[src/rtl/servant_wb_arbiter.sv]
// rtl/servant_wb_arbiter.sv - round-robin N-master to 1-slave Wishbone arbiter (optional SERVANT_ARB_TIMEOUT_EN watchdog)
module servant_wb_arbiter #(
  parameter int NM      = 3,
  parameter int AW      = 32,
  parameter int TIMEOUT = 255
) (
  input  logic             i_clk,
  input  logic             i_rst,
  input  logic [NM*AW-1:0] i_m_adr,
  input  logic [NM*32-1:0] i_m_dat,
  input  logic [NM*4-1:0]  i_m_sel,
  input  logic [NM-1:0]    i_m_we,
  input  logic [NM-1:0]    i_m_cyc,
  output logic [31:0]      o_m_rdt,
  output logic [NM-1:0]    o_m_ack,
  output logic [AW-1:0]    o_s_adr,
  output logic [31:0]      o_s_dat,
  output logic [3:0]       o_s_sel,
  output logic             o_s_we,
  output logic             o_s_cyc,
  input  logic [31:0]      i_s_rdt,
  input  logic             i_s_ack,
  output logic [NM-1:0]    o_grant,
  output logic             o_timeout
);

  localparam int IW = $clog2(NM);

  // Reject illegal parameterisations at elaboration
  if (NM < 2 || NM > 8 || TIMEOUT < 1 || TIMEOUT > 65535) begin : g_param_err
    $error("servant_wb_arbiter: NM or TIMEOUT out of range");
  end

  typedef enum logic {S_IDLE, S_BUSY} state_e;

  state_e        state_q, state_d;
  logic [NM-1:0] grant_q, grant_d;
  logic [IW-1:0] gidx_q, gidx_d;
  logic [IW-1:0] ptr_q, ptr_d;
  logic [IW-1:0] ptr_next;
  logic          busy;
  logic          cyc_g;
  logic          to_hit;

  assign busy     = (state_q == S_BUSY);
  assign cyc_g    = i_m_cyc[gidx_q];
  assign ptr_next = (gidx_q == IW'(NM - 1)) ? '0 : gidx_q + IW'(1);

`ifdef SERVANT_ARB_TIMEOUT_EN
  logic [15:0] cnt_q;
  logic        timeout_q;

  // A slave ack in the same cycle wins over the watchdog
  assign to_hit    = busy & cyc_g & ~i_s_ack & (cnt_q == 16'(TIMEOUT));
  assign o_timeout = timeout_q;

  // Wait counter: zero while idle so every grant starts from zero; sticky flag
  always_ff @(posedge i_clk) begin
    if (i_rst) begin
      cnt_q     <= '0;
      timeout_q <= 1'b0;
    end else begin
      cnt_q     <= (busy && !i_s_ack) ? cnt_q + 16'd1 : '0;
      timeout_q <= timeout_q | to_hit;
    end
  end
`else
  assign to_hit    = 1'b0;
  assign o_timeout = 1'b0;
`endif

  // Arbiter state, owner and round-robin pointer registers
  always_ff @(posedge i_clk) begin
    if (i_rst) begin
      state_q <= S_IDLE;
      grant_q <= '0;
      gidx_q  <= '0;
      ptr_q   <= '0;
    end else begin
      state_q <= state_d;
      grant_q <= grant_d;
      gidx_q  <= gidx_d;
      ptr_q   <= ptr_d;
    end
  end

  // Next state: pick first requester from the pointer upward; release on ack, abort or watchdog
  always_comb begin
    logic [IW:0]   sum;
    logic [IW-1:0] cand;
    logic          found;
    state_d = state_q;
    grant_d = grant_q;
    gidx_d  = gidx_q;
    ptr_d   = ptr_q;
    sum     = '0;
    cand    = '0;
    found   = 1'b0;
    case (state_q)
      S_IDLE: begin
        for (int i = 0; i < NM; i++) begin
          sum = {1'b0, ptr_q} + (IW + 1)'(i);
          if (sum >= (IW + 1)'(NM)) sum = sum - (IW + 1)'(NM);
          cand = sum[IW-1:0];
          if (!found && i_m_cyc[cand]) begin
            found   = 1'b1;
            gidx_d  = cand;
            grant_d = NM'(1) << cand;
            state_d = S_BUSY;
          end
        end
      end
      S_BUSY: begin
        if (i_s_ack || !cyc_g || to_hit) begin
          state_d = S_IDLE;
          grant_d = '0;
          ptr_d   = ptr_next;
        end
      end
      default: state_d = S_IDLE;
    endcase
  end

  // Slave side follows the owner while busy and is quiet while idle
  always_comb begin
    o_s_adr = '0;
    o_s_dat = '0;
    o_s_sel = '0;
    o_s_we  = 1'b0;
    o_s_cyc = 1'b0;
    if (busy) begin
      o_s_adr = i_m_adr[gidx_q*AW +: AW];
      o_s_dat = i_m_dat[gidx_q*32 +: 32];
      o_s_sel = i_m_sel[gidx_q*4 +: 4];
      o_s_we  = i_m_we[gidx_q];
      o_s_cyc = cyc_g & ~to_hit;
    end
  end

  assign o_grant = grant_q;
  assign o_m_ack = (busy && (i_s_ack || to_hit)) ? grant_q : '0;
  assign o_m_rdt = to_hit ? 32'd0 : i_s_rdt;

endmodule

[config.mk]
export PLATFORM = sky130hd
export DESIGN_NAME = servant_wb_arbiter
export DESIGN_NICKNAME = d
export VERILOG_FILES = /design/src/rtl/servant_wb_arbiter.sv
export SDC_FILE = /design/constraint.sdc
export NUM_CORES = 1
export LEC_CHECK = 0
export ABC_CLOCK_PERIOD_IN_PS = 2650
export BUFFER_PORTS_ARGS = -buffer_cell sky130_fd_sc_hd__clkbuf_2
export CAP_MARGIN = 25
export CORE_AREA = 3 3 137 139
export DETAILED_ROUTE_END_ITERATION = 12
export DIE_AREA = 0 0 140 142
export SETUP_SLACK_MARGIN = 0.1
export SYNTH_ARGS = -nofsm -noshare
export SYNTH_HDL_FRONTEND = slang
export SYNTH_SLANG_ARGS = --single-unit
[constraint.sdc]
create_clock -name i_clk -period 2.65 [get_ports i_clk]
set_input_delay 0.53 -clock i_clk [delete_from_list [all_inputs] [get_ports i_clk]]
set_output_delay 0.53 -clock i_clk [all_outputs]
set_load 0.01 [all_outputs]
==> flow_summary_export.csv <==
group,metric,value,unit
clocking,clockBufferDepth,2,
grt,grt_pass1_wl,17300,µm
setup_path,end_kind,"primary output",
clocking,numCtsBuffers,3,
clocking,ctsResizeCount,0,
setup_path,cp_slowest_stage_delay,0.55,ns
route,drt-total-wl,11500,µm
route,drc,0,
sta,timing.final.max_slew_violations,0,
clocking,cts_setup_buffers,0,
sta,hold_violations,0,
setup_path,reg2reg_from,"ptr_q[0]$_SDFFE_PP0P_",
power_and_ir_drop,leakagePower,2.01,nW
logic_synthesis,synth_warnings,0,
clocking,cts_hold_buf,0,
layout,num_antenna_cells,0,
sta,slew-limit-headroom,63.5,%
outcome,status,"finished, final reports clean",
floorplan,start_util,15.2,%
logic_synthesis,yosysTopAreaCellShare,27.0,%
grt,grt_overflow,0,
logic_synthesis,avgSynthCellArea,6.50,µm²
placed_design,routabilityCongestion,0.768,
power_and_ir_drop,power_density,331,nW/µm²
setup_path,critical-path-slowest-cell,"dfxtp_4",
grt,antenna_found_initial,0,
clocking,tritoncts,"done",
logic_synthesis,synth_area_leaders,"mux2i_1 27%, and2_1 16%, o21ai_0 13%",
route,drt_pass1_iterations,4,
clocking,clk_pin_slew,0.04,ns
job,maxCapViolations,0,
sta,fmax,441,MHz
floorplan,core_area,17800,µm²
setup_path,crit_start,"gidx_q[1]$_SDFFE_PP0P_",
setup_path,worstSetupPathType,"flip-flop to primary output",
clocking,htreeDepth,1,
layout,n_fill_cell,2020,
sta,fin_crit_sh,85.6,%
sta,holdWs,0.500,ns
setup_path,worstSetupStartpointType,"flip-flop",
floorplan,io_pins,354,
clocking,clock_latency,0.23,ns
route,routedWlPerCell,13.1,µm
sta,skew,0.00420,ns
sta,period_needed,2.27,ns
setup_path,cp.arrival,1.74,ns
layout,area_delta_synth_final,55.4,%
route,ant_nets,0,
layout,multiInputGateArea,2120,µm²
layout,final_cells,873,
logic_synthesis,syn-num-nets,663,
floorplan,dieWidth,140,µm
layout,drive_gt1_share,47.2,%
setup_path,crit_path_max_fanout,34,
route,num_vias,3629,
min_path,hold_class,"flip-flop to flip-flop",
placed_design,place_inst,869,
logic_synthesis,seq_area_frac_synth,5.92,%
power_and_ir_drop,ir_drop,0.000218,V
placed_design,hpwl,9180,µm
logic_synthesis,synth-seq-cells,8,
logic_synthesis,synth_cell_type_count,35,
floorplan,rows,49,
sta,worst_pin_slew,0.547,ns
setup_path,path_cells,"buf_12 -> mux2i_1 -> o21ai_0 -> and2_1 -> clkbuf_2",
setup_path,cp.required,2.12,ns
sta,final.setup.tns,0,ns
route,drtIter0Drc,84,
clocking,cts_num_sinks,8,
logic_synthesis,syn_inst,416,
sta,finalSetupViolCount,0,
layout,seq_area,166,µm²
placed_design,io_buffers,288,
min_path,hp-start,"o_grant[2]$_SDFFE_PP0P_",
setup_path,reg2reg_slack,0.66,ns
sta,rsz0062_at_grt,"false",
clocking,clockRootBuffer,"clkbuf_16",
grt,track_usage,10.4,%
grt,grt_max_degree,77,
logic_synthesis,yosys.area.top_type,"mux2i_1",
grt,grt_pass1_vias,3523,
route,vias_per_cell,4.16,
floorplan,die_area,19900,µm²
layout,num-nets-final,892,
floorplan,die_h,142,µm
logic_synthesis,netlist_area,2700,µm²
[registers in the layout (all words and copies together), names as in the netlist]
signal	cells
ptr_q	2
gidx_q	2
busy	1
o_grant	3
[power by group]
| group | total [mW] | switching (mW) | internal [mW] |
|---|---|---|---|
| logic | 0.972 | 0.510 | 0.462 |
| registers | 0.160 | 0.0230 | 0.137 |
| clock network | 0.257 | 0.0572 | 0.200 |
[logic make-up (layout without fill, tap and decap cells)]
logic type	after synthesis	count (layout)	share of synthesized area [%]
simple gates	169	169	31.9
compound gates	88	88	17.7
buf+inv	74	302	16.0
mux	73	73	27.0
flops	8	8	5.92
fa+ha+maj	3	3	1.34
other cells	1	1	0.139
[worst max-delay path: cells and delay by family (launching register included)]
| kind | cells | cell delay, ns |
|---|---|---|
| simple gates | 1 | 0.18 |
| compound gates | 1 | 0.10 |
| mux | 1 | 0.22 |
| flops | 1 | 0.55 |
| buf+inv | 2 | 0.42 |
[layout make-up]
cell class                      count  area share [%]
Multi-Input combinational cell    334            50.4
Clock buffer                        4            1.88
Inverter                            4           0.357
Timing Repair Buffer              294            36.6
Tap cell                          229            6.82
Sequential cell                     8            3.96
[through the flow]
step | util, % | setup slack [ns] | total power [mW] | cell area, µm²
final | 23.6 | 0.382 | 1.39 | 4200
after global routing | 23.6 | 0.261 | 1.52 | 4200
after CTS | 23.6 | 0.347 | 1.41 | 4200
after detailed placement | 23.2 | 0.596 | 1.15 | 4120
after global placement | 23.2 | 0.630 | 1.14 | 4120
after floorplan | - | 0.757 | 0.776 | 2700
[cell usage in the layout (no fill, tap or decap), types with 3 or more instances in the layout]
cell       count
buf_12         4
clkbuf_2     288
mux2i_1       73
nand2_1       74
clkbuf_16      3
nor2_1         6
nand2b_1       3
o21ai_0       72
and3_1         3
dfxtp_1        5
inv_1          4
and2_1        70
nand3_1        3
a21oi_1        6
[path summary, 6_finish.rpt]
kind                              to  cells past startpoint
min          o_grant[2]$_SDFFE_PP0P_                      2
max                      o_s_adr[12]                      5
min reg2reg  o_grant[2]$_SDFFE_PP0P_                      2
max reg2reg  o_grant[0]$_SDFFE_PP0P_                      5
[synthesized netlist by cell type]
master     instances
o211ai_1           1
clkbuf_1          17
conb_1             1
and2_1            70
nor3_1             2
o21ai_0           72
a31oi_1            1
o311ai_2           1
a211o_1            1
nand3b_1           1
a31o_1             1
nor2b_1            2
o32ai_1            1
o31a_1             2
ha_1               2
a21o_1             1
dfxtp_1            8
mux2i_1           73
buf_4             34
buf_1              3
nand4bb_1          1
and3_1             3
nor2_2             1
o21a_1             1
nand2b_1           3
nand3_1            3
maj3_2             1
buf_2             15
nor3b_1            2
a21oi_1            6
buf_6              1
nand2_1           74
inv_1              4
nor2_1             6
and3b_1            1
[per-layer routing]
metal | track usage (%) | vias up | wire, µm
li1 | - | 1823 | -
met1 | 12.5 | 1611 | 4420
met2 | 19.1 | 169 | 5870
met3 | 1.85 | 26 | 937
met4 | 2.70 | 0 | 255
met5 | 0 | - | 0
Power figures use the tool's default switching activity.
